### src/rtl/rob_pkg.sv
// rtl/rob_pkg.sv - shared reorder-buffer config: id width, entry types, id helpers
package rob_pkg;
    localparam int ROB_SIZE_WIDTH = 3;
    localparam int ROB_DEPTH      = 1 << ROB_SIZE_WIDTH;

    typedef logic [ROB_SIZE_WIDTH-1:0] rob_id_t;

    localparam rob_id_t ROB_ID_NONE  = '0;
    localparam rob_id_t ROB_ID_FIRST = rob_id_t'(1);
    localparam rob_id_t ROB_ID_LAST  = rob_id_t'(ROB_DEPTH - 1);

    typedef enum logic [1:0] {
        ENTRY_REG    = 2'd0,
        ENTRY_STORE  = 2'd1,
        ENTRY_BRANCH = 2'd2
    } entry_type_t;

    // Id 0 means "none", so the ring skips it when wrapping.
    function automatic rob_id_t next_id(input rob_id_t id);
        return (id == ROB_ID_LAST) ? ROB_ID_FIRST : id + rob_id_t'(1);
    endfunction
endpackage

### src/rtl/rob_entry_ram.sv
// rtl/rob_entry_ram.sv - reorder-buffer entry storage: issue write, writeback write, head/ask reads
module rob_entry_ram
    import rob_pkg::*;
(
    input  logic        clk,
    input  logic        rst,
    input  logic        rdy,
    input  logic        clear,
    input  logic        issue_we,
    input  rob_id_t     issue_id,
    input  entry_type_t issue_type,
    input  logic [4:0]  issue_rd,
    input  logic        wb_we,
    input  rob_id_t     wb_id,
    input  logic [31:0] wb_value,
    input  logic        wb_mispredict,
    input  logic [31:0] wb_pc,
    input  logic        retire_we,
    input  rob_id_t     retire_id,
    input  rob_id_t     head_id,
    output logic        head_busy,
    output logic        head_ready,
    output entry_type_t head_type,
    output logic [4:0]  head_rd,
    output logic [31:0] head_value,
    output logic        head_mispredict,
    output logic [31:0] head_pc,
    input  rob_id_t     ask1_id,
    output logic        ask1_busy,
    output logic        ask1_ready,
    output logic [31:0] ask1_value,
    input  rob_id_t     ask2_id,
    output logic        ask2_busy,
    output logic        ask2_ready,
    output logic [31:0] ask2_value
);
    logic [ROB_DEPTH-1:0] busy;
    logic [ROB_DEPTH-1:0] ready;
    logic [ROB_DEPTH-1:0] mispredict;
    entry_type_t          type_q  [ROB_DEPTH];
    logic [4:0]           rd_q    [ROB_DEPTH];
    logic [31:0]          value_q [ROB_DEPTH];
    logic [31:0]          pc_q    [ROB_DEPTH];

    logic wb_hit;
    assign wb_hit = wb_we && busy[wb_id];

    always_ff @(posedge clk or posedge rst) begin
        if (rst) begin
            busy       <= '0;
            ready      <= '0;
            mispredict <= '0;
        end else if (rdy) begin
            if (clear) begin
                busy  <= '0;
                ready <= '0;
            end else begin
                if (issue_we) begin
                    busy[issue_id]  <= 1'b1;
                    ready[issue_id] <= 1'b0;
                end
                if (wb_hit) begin
                    ready[wb_id]      <= 1'b1;
                    mispredict[wb_id] <= wb_mispredict;
                end
                if (retire_we)
                    busy[retire_id] <= 1'b0;
            end
        end
    end

    // Payload is only ever read behind busy/ready, so it needs no reset.
    always_ff @(posedge clk) begin
        if (rdy && !clear) begin
            if (issue_we) begin
                type_q[issue_id] <= issue_type;
                rd_q[issue_id]   <= issue_rd;
            end
            if (wb_hit) begin
                value_q[wb_id] <= wb_value;
                pc_q[wb_id]    <= wb_pc;
            end
        end
    end

    assign head_busy       = busy[head_id];
    assign head_ready      = ready[head_id];
    assign head_type       = type_q[head_id];
    assign head_rd         = rd_q[head_id];
    assign head_value      = value_q[head_id];
    assign head_mispredict = mispredict[head_id];
    assign head_pc         = pc_q[head_id];
    assign ask1_busy       = busy[ask1_id];
    assign ask1_ready      = ready[ask1_id];
    assign ask1_value      = value_q[ask1_id];
    assign ask2_busy       = busy[ask2_id];
    assign ask2_ready      = ready[ask2_id];
    assign ask2_value      = value_q[ask2_id];
endmodule

### src/rtl/rob.sv
// rtl/rob.sv - reorder buffer top; ROB_BYPASS_EN forwards same-cycle CDB writeback to query and commit
module rob
    import rob_pkg::*;
(
    input  logic                      clk,
    input  logic                      rst,
    input  logic                      rdy,
    input  logic                      issue_valid,
    input  logic [1:0]                issue_type,
    input  logic [4:0]                issue_rd,
    output logic [ROB_SIZE_WIDTH-1:0] issue_rob_id,
    output logic                      rob_full,
    input  logic                      wb_valid,
    input  logic [ROB_SIZE_WIDTH-1:0] wb_rob_id,
    input  logic [31:0]               wb_value,
    input  logic                      wb_mispredict,
    input  logic [31:0]               wb_pc,
    input  logic [ROB_SIZE_WIDTH-1:0] ask_rob_id1,
    input  logic [ROB_SIZE_WIDTH-1:0] ask_rob_id2,
    output logic [31:0]               get_value1,
    output logic [31:0]               get_value2,
    output logic                      get_ready1,
    output logic                      get_ready2,
    output logic [ROB_SIZE_WIDTH-1:0] commit_rob_id,
    output logic [4:0]                commit_rd,
    output logic [31:0]               commit_value,
    output logic                      commit_store,
    output logic                      rob_clear,
    output logic [31:0]               clear_pc
);
    rob_id_t     head, tail, count;
    logic        issue_fire, commit_fire, wb_fire;
    logic        head_busy, head_ready, head_mispredict;
    entry_type_t head_type;
    logic [4:0]  head_rd;
    logic [31:0] head_value, head_pc;
    logic        ask1_busy, ask1_ready, ask2_busy, ask2_ready;
    logic [31:0] ask1_value, ask2_value;
    logic        head_ready_eff, head_mp_eff, ask1_ready_eff, ask2_ready_eff;
    logic [31:0] head_value_eff, head_pc_eff, ask1_value_eff, ask2_value_eff;

    assign rob_full     = (count == ROB_ID_LAST);
    assign issue_fire   = rdy && !rst && issue_valid && !rob_full && !rob_clear;
    assign issue_rob_id = issue_fire ? tail : ROB_ID_NONE;
    assign wb_fire      = wb_valid && (wb_rob_id != ROB_ID_NONE);

`ifdef ROB_BYPASS_EN
    logic wb_head, wb_ask1, wb_ask2;
    assign wb_head        = wb_fire && (wb_rob_id == head);
    assign wb_ask1        = wb_fire && (wb_rob_id == ask_rob_id1);
    assign wb_ask2        = wb_fire && (wb_rob_id == ask_rob_id2);
    assign head_ready_eff = head_ready || wb_head;
    assign head_value_eff = wb_head ? wb_value      : head_value;
    assign head_mp_eff    = wb_head ? wb_mispredict : head_mispredict;
    assign head_pc_eff    = wb_head ? wb_pc         : head_pc;
    assign ask1_ready_eff = ask1_ready || wb_ask1;
    assign ask1_value_eff = wb_ask1 ? wb_value : ask1_value;
    assign ask2_ready_eff = ask2_ready || wb_ask2;
    assign ask2_value_eff = wb_ask2 ? wb_value : ask2_value;
`else
    assign head_ready_eff = head_ready;
    assign head_value_eff = head_value;
    assign head_mp_eff    = head_mispredict;
    assign head_pc_eff    = head_pc;
    assign ask1_ready_eff = ask1_ready;
    assign ask1_value_eff = ask1_value;
    assign ask2_ready_eff = ask2_ready;
    assign ask2_value_eff = ask2_value;
`endif

    // Id 0 is never busy, so it naturally answers not-ready with value 0.
    assign get_ready1 = ask1_busy && ask1_ready_eff;
    assign get_value1 = get_ready1 ? ask1_value_eff : 32'd0;
    assign get_ready2 = ask2_busy && ask2_ready_eff;
    assign get_value2 = get_ready2 ? ask2_value_eff : 32'd0;

    assign commit_fire = !rob_clear && head_busy && head_ready_eff;

    rob_entry_ram u_ram (
        .clk             (clk),
        .rst             (rst),
        .rdy             (rdy),
        .clear           (rob_clear),
        .issue_we        (issue_fire),
        .issue_id        (tail),
        .issue_type      (entry_type_t'(issue_type)),
        .issue_rd        (issue_rd),
        .wb_we           (wb_fire),
        .wb_id           (wb_rob_id),
        .wb_value        (wb_value),
        .wb_mispredict   (wb_mispredict),
        .wb_pc           (wb_pc),
        .retire_we       (commit_fire),
        .retire_id       (head),
        .head_id         (head),
        .head_busy       (head_busy),
        .head_ready      (head_ready),
        .head_type       (head_type),
        .head_rd         (head_rd),
        .head_value      (head_value),
        .head_mispredict (head_mispredict),
        .head_pc         (head_pc),
        .ask1_id         (ask_rob_id1),
        .ask1_busy       (ask1_busy),
        .ask1_ready      (ask1_ready),
        .ask1_value      (ask1_value),
        .ask2_id         (ask_rob_id2),
        .ask2_busy       (ask2_busy),
        .ask2_ready      (ask2_ready),
        .ask2_value      (ask2_value)
    );

    always_ff @(posedge clk or posedge rst) begin
        if (rst) begin
            head          <= ROB_ID_FIRST;
            tail          <= ROB_ID_FIRST;
            count         <= '0;
            commit_rob_id <= ROB_ID_NONE;
            commit_rd     <= '0;
            commit_value  <= '0;
            commit_store  <= 1'b0;
            rob_clear     <= 1'b0;
            clear_pc      <= '0;
        end else if (rdy) begin
            commit_rob_id <= ROB_ID_NONE;
            commit_rd     <= '0;
            commit_value  <= '0;
            commit_store  <= 1'b0;
            rob_clear     <= 1'b0;
            if (rob_clear) begin
                head  <= ROB_ID_FIRST;
                tail  <= ROB_ID_FIRST;
                count <= '0;
            end else begin
                if (issue_fire)
                    tail <= next_id(tail);
                if (commit_fire) begin
                    head          <= next_id(head);
                    commit_rob_id <= head;
                    commit_store  <= (head_type == ENTRY_STORE);
                    if (head_type == ENTRY_REG) begin
                        commit_rd    <= head_rd;
                        commit_value <= head_value_eff;
                    end
                    // The flush itself lands on the following edge, after this pulse.
                    if (head_type == ENTRY_BRANCH && head_mp_eff) begin
                        rob_clear <= 1'b1;
                        clear_pc  <= head_pc_eff;
                    end
                end
                case ({issue_fire, commit_fire})
                    2'b10:   count <= count + rob_id_t'(1);
                    2'b01:   count <= count - rob_id_t'(1);
                    default: count <= count;
                endcase
            end
        end
    end
endmodule

### config.mk
export PLATFORM = sky130hd
export DESIGN_NAME = rob
export DESIGN_NICKNAME = d
export VERILOG_FILES = /design/src/rtl/rob_pkg.sv /design/src/rtl/rob_entry_ram.sv /design/src/rtl/rob.sv
export SDC_FILE = /design/constraint.sdc
export NUM_CORES = 1
export LEC_CHECK = 0
export ABC_AREA = 1
export CORE_ASPECT_RATIO = 2
export CORE_MARGIN = 1
export CORE_UTILIZATION = 37
export CTS_CLUSTER_DIAMETER = 200
export DETAILED_ROUTE_END_ITERATION = 12
export PLACE_DENSITY = 0.61
export SETUP_SLACK_MARGIN = 0.4
export SYNTH_ARGS = -nofsm -noshare
export SYNTH_HDL_FRONTEND = slang
export SYNTH_SLANG_ARGS = --single-unit
### constraint.sdc
create_clock -name clk -period 10.9 [get_ports clk]
set_clock_uncertainty 0.05 [all_clocks]
set_input_delay 1.09 -clock clk [delete_from_list [all_inputs] [get_ports clk]]
set_output_delay 1.09 -clock clk [all_outputs]
set_load 0.005 [all_outputs]
==> metrics.csv, run 1 <==
metric,value,unit
synth_compound_area_frac,0.164,
grt_use_met2,0.420,
clockBufferDepth,3,
globalplace.congestion,0.844,
clkTransAtPathRegs,60,ps
initial_utilization,0.373,
avgSynthCellArea,9.54,sq um
critPathCaptureType,output pin,
drtIter0Drc,1909,
yosys_warnings,0,
fill_cells,8164,
p_int,4870,uW
swShare,0.333,
port_buffers,229,
synth.mux.area_fraction,0,
cts_tree,yes,
report.power.total,7310,uW
whs_path_depth,0,
ys_ff_latch,675,
synth_edf_count,568,
synth_top_family_by_area,compound AO/OA/AOI/OAI gates,
finalMaxSlewViolations,0,
cts-root-buf,clkbuf_16,
rows,151,
met3_usage,0.0357,
dp_cells,4489,
synth_area_leaders,"edfxtp_1, dfrtp_1, o21ai_0, nand2_1, a21oi_1",
grtUsageTotal,0.232,
worst_pin_slew,1120,ps
seqPwrFrac,0.415,
dieArea,86700,sq um
die_x,209,um
ios,230,
drive_gt1_frac,0.0576,
worstSetupPathType,input pin to output pin,
drc,0,
required,9760,ps
finalHoldViolCount,0,
grt_pass1_wl,150,mm
synth-simple-area-share,0.150,
start_kind,input pin,
drt-wirelength-per-cell,21.7,um
timing.fmax,182,MHz
insertion_delay,650,ps
worstRegToRegCells,13,
area_delta_synth_final,17.3,%
powerDensity,197,nW/um^2
hold_path_class,flop to flop,
r2r-start,head[0],
overflow,0,
multi_input_area,10300,sq um
antenna_found_initial,6,
ff_latch_area,19700,sq um
fin_cells,4612,
ys_top_cells_by_count,"nand2_1, edfxtp_1, o21ai_0",
rsz0062_at_grt,false,
synthXorXnorAreaFrac,0.000277,
period_minus_slack,5510,ps
numCtsBuffers,66,
yosysTopAreaCellShare,0.540,
clkPwrFrac,0.329,
die_y,415,um
synth_top_area_cell,edfxtp_1,
yosysMostFrequentCell,nand2_1,
synth.distinct_cells,41,
finalCritPeriodShare,0.505,
grt_pass1_vias,24300,
arrival,4370,ps
synth_ff_type,edfxtp_1,
cts_hold_buf,0,
vdd_ir_drop_max,0.140,mV
maxCapViolCount,0,
drt-total-wl,100,mm
htreeDepth,3,
num_vias,24900,
num-nets-final,3577,
status,"finished, final reports clean",
viasPerCell,5.39,
cts_setup_buffers,0,
async_flop_share,0.159,
cts.sinks,675,
power_leakage,0.0140,uW
dpl.hpwl,58.4,mm
min_to,u_ram.mispredict[0],
synth-seq-area-share,0.625,
slew_headroom,0.249,
combPwrFrac,0.256,
p_switching,2430,uW
cp_max_fo,66,
r2r-end,clear_pc[17],
rrSetupSlack,5690,ps
drtAntennaViolNets,0,
grt_use_met1,0.267,
tns,0,ps
top_usage_layer,met2,
synthCells,3313,
synth_adder_area_share,0.00222,
holdCritStartpoint,u_ram.mispredict[0],
design.core.area,84600,sq um
dr.pass1.iters,6,
setup_viol,0,
grt_start_max_net_pins,108,
mappedNetlistArea,31600,sq um
post_cts_resized,0,
## cells by family after synthesis
group	after synthesis
AO/OA/AOI/OAI	977
XOR/XNOR	1
adder cells (fa/ha/maj)	5
buffers and inverters	454
flip-flops	675
other	1
AND/OR/NAND/NOR	1200
## worst max-delay path by stage
stage                   startpoint               to  cells after the start
floorplan                      rst  issue_rob_id[0]                      6
global placement    ask_rob_id1[1]   get_value1[23]                      9
detailed placement  ask_rob_id1[1]   get_value1[24]                     10
CTS                 ask_rob_id1[1]   get_value1[24]                     10
global route        ask_rob_id1[1]   get_value1[20]                     10
finish              ask_rob_id1[1]   get_value1[20]                     10
## metal layers
| metal | vias up | part of all wire | wire length, um |
|---|---|---|---|
| met5 | - | 0.00048 | 48 |
| met4 | 8 | 0.036 | 3620 |
| met3 | 216 | 0.064 | 6390 |
| met2 | 984 | 0.52 | 52200 |
| met1 | 12000 | 0.38 | 38000 |
| li1 | 11700 | - | - |
## placed cells by master, fill, tap and decap left out, types with 4 or more instances in the layout
cell type,instances
nand3_1,77
edfxtp_1,568
clkinv_1,7
conb_1,64
bufinv_16,8
ha_1,4
inv_2,10
o211ai_1,43
o21ai_1,45
buf_2,4
nor4_1,4
nand2_2,5
clkbuf_8,6
o21ai_0,497
o21ai_2,17
dfrtp_1,105
nor3_2,5
nor2_4,5
o31ai_1,4
inv_6,4
clkbuf_16,68
nor2_1,388
nand2_1,658
nor3_1,49
buf_4,41
clkinv_2,14
o22ai_1,73
a21oi_1,294
clkbuf_1,17
inv_1,204
clkdlybuf4s50_1,223
## stage by stage
stage	hold WS (ps)	setup slack [ps]	utilization	instance area, sq um
floorplan	379	5660	-	31800
global placement	319	5480	0.411	34800
detailed placement	323	5410	0.411	34800
CTS	335	5400	0.438	37100
global route	348	5240	0.438	37100
finish	340	5390	0.438	37100
## flip-flops by register name (all words and copies together), names as in the netlist
name	flops
commit_rd	5
tail	3
u_ram.mispredict	8
u_ram.value_q	256
commit_store	1
rob_clear	1
u_ram.type_q	16
commit_rob_id	3
u_ram.ready	8
clear_pc	32
u_ram.busy	8
commit_value	32
head	3
count	3
u_ram.pc_q	256
u_ram.rd_q	40
## worst max-delay path, stage by stage
cell and delay [ps]:
buf_2 80, buf_4 700, inv_2 60, buf_4 440
a21oi_1 230, o21ai_0 110, nand3_1 120, nand2_2 600
nor2_1 320, clkdlybuf4s50_1 540
## cell type report
class | instances | share of cell area
clock inverter | 30 | 0.0108
sequential | 675 | 0.533
inverter | 227 | 0.0237
antenna | 2 | 0.000135
tap | 1071 | 0.0362
multi-input combinational | 2247 | 0.277
clock buffer | 91 | 0.0499
timing repair buffer | 269 | 0.0694
## power groups by stage
stage	Sequential, uW	Combinational (uW)	Clock (uW)
final	3040	1870	2400
after global routing	3050	2090	2540
after CTS	3040	1880	2450
after detailed placement	3090	1880	0
after global placement	3090	1860	0
after floorplan	3040	1230	0
No activity file was read; power rests on OpenSTA's default activity.
==> run 2, diff against run 1 <==
--- a/config.mk
+++ b/config.mk
@@ -11,7 +11,7 @@
 export CORE_UTILIZATION = 37
 export CTS_CLUSTER_DIAMETER = 200
 export DETAILED_ROUTE_END_ITERATION = 12
-export PLACE_DENSITY = 0.61
+export PLACE_DENSITY = 0.63
 export SETUP_SLACK_MARGIN = 0.4
 export SYNTH_ARGS = -nofsm -noshare
 export SYNTH_HDL_FRONTEND = slang
==> constraint.sdc (replaced) <==
create_clock -name clk -period 4.95 [get_ports clk]
set_clock_uncertainty 0.05 [all_clocks]
set_input_delay 0.495 -clock clk [delete_from_list [all_inputs] [get_ports clk]]
set_output_delay 0.495 -clock clk [all_outputs]
set_load 0.005 [all_outputs]
==> metrics.csv, run 2 (synthesis results as in run 1) <==
metric,value,unit
ios,230,
drt-total-wl,97.8,mm
htreeDepth,2,
overflow,0,
clkTransAtPathRegs,60,ps
area_delta_synth_final,17.4,%
tns,0,ps
final_cell_mix,"nand2_1, edfxtp_1, o21ai_0",
top_usage_layer,met2,
finalHoldViolCount,0,
grt_pass1_vias,24100,
post_cts_resized,0,
drive_gt1_frac,0.0605,
grt_pass1_wl,147,mm
top_regs,"u_ram.pc_q x256, u_ram.value_q x256, u_ram.rd_q x40",
finalCritPeriodShare,0.791,
die_y,415,um
vdd_ir_drop_max,0.311,mV
worstSetupPathType,input pin to output pin,
cts.sinks,675,
design.core.area,84600,sq um
report.power.total,15700,uW
cts_hold_buf,0,
ff_latch_area,19700,sq um
grt_use_met2,0.396,
grtUsageTotal,0.225,
drtAntennaViolNets,0,
powerDensity,423,nW/um^2
fill_cells,8125,
power_leakage,0.0140,uW
globalplace.congestion,0.871,
initial_utilization,0.373,
drc,0,
grt_use_met1,0.262,
timing.fmax,256,MHz
rsz0062_at_grt,false,
met3_usage,0.0440,
numCtsBuffers,61,
num_vias,24900,
dieArea,86700,sq um
num-nets-final,3591,
die_x,209,um
port_buffers,229,
dpl.hpwl,58.9,mm
arrival,3370,ps
drt-wirelength-per-cell,21.1,um
antenna_found_initial,10,
critPathCaptureType,output pin,
cts_setup_buffers,0,
clockBufferDepth,3,
rows,151,
final_common_cell,nand2_1,
hold_path_class,input pin to asynchronous set/reset pin,
setup_viol,0,
status,"finished, final reports clean",
cts-root-buf,clkbuf_16,
worst_pin_slew,970,ps
multi_input_area,10300,sq um
maxCapViolCount,0,
viasPerCell,5.38,
fin_ws,1040,ps
insertion_delay,650,ps
cp_max_fo,87,
start_kind,input pin,
period_minus_slack,3910,ps
post-place-ws,1010,ps
required,4410,ps
grt_start_max_net_pins,149,
dr.pass1.iters,6,
slew_headroom,0.353,
drtIter0Drc,1901,
finalMaxSlewViolations,0,
cts_tree,yes,
[run 2: area by class of cell]
| type | count | share of cell area |
|---|---|---|
| flip-flops and latches | 675 | 0.532 |
| multi-input cells | 2247 | 0.276 |
| repair buffers | 288 | 0.0769 |
| clock buffers | 72 | 0.0425 |
| well taps | 1071 | 0.0361 |
| inverters | 227 | 0.0236 |
| clock inverters | 42 | 0.0122 |
| diodes | 5 | 0.000337 |
[run 2: critical path: stages]
cell and delay [ps]:
clkdlybuf4s50_1 570, inv_4 460, buf_12 440, a21oi_1 70, o21ai_0 80, o21ai_0 130
nand2_1 90, nand2_1 80, nor2_1 320, clkdlybuf4s50_1 580
[run 2: through the flow]
stage	hold WS, ps	cells	instance area [sq um]	util
after floorplan	379	3376	31800	-
after global placement	316	4508	35100	0.414
after detailed placement	316	4508	35100	0.414
after CTS	140	4622	37100	0.438
after global routing	180	4625	37100	0.438
final	151	4627	37100	0.438
[run 2: where the power goes]
group | switching (uW) | internal (uW)
sequential | 255 | 6440
combinational | 2860 | 1250
clock | 2180 | 2710
[run 2: worst paths after layout]
| kind | end | slack (ps) | cells past startpoint | start |
|---|---|---|---|---|
| hold / removal | clear_pc[23] | 150 | 2 | rst |
| hold reg to reg | u_ram.mispredict[0] | 330 | 0 | u_ram.mispredict[0] |
| setup / recovery | get_value2[4] | 1040 | 10 | ask_rob_id2[1] |
| setup reg to reg | commit_value[0] | 1200 | 9 | head[0] |
| max in group asynchronous | commit_rob_id[0] | 2980 | 4 | rst |
| min in group clk | u_ram.mispredict[0] | 330 | 0 | u_ram.mispredict[0] |
[run 2: per-layer routing]
layer,wire length [um],part of all wire
met2,49200,0.50
met1,36600,0.37
met3,7620,0.078
met4,4320,0.044
met5,85,0.00087
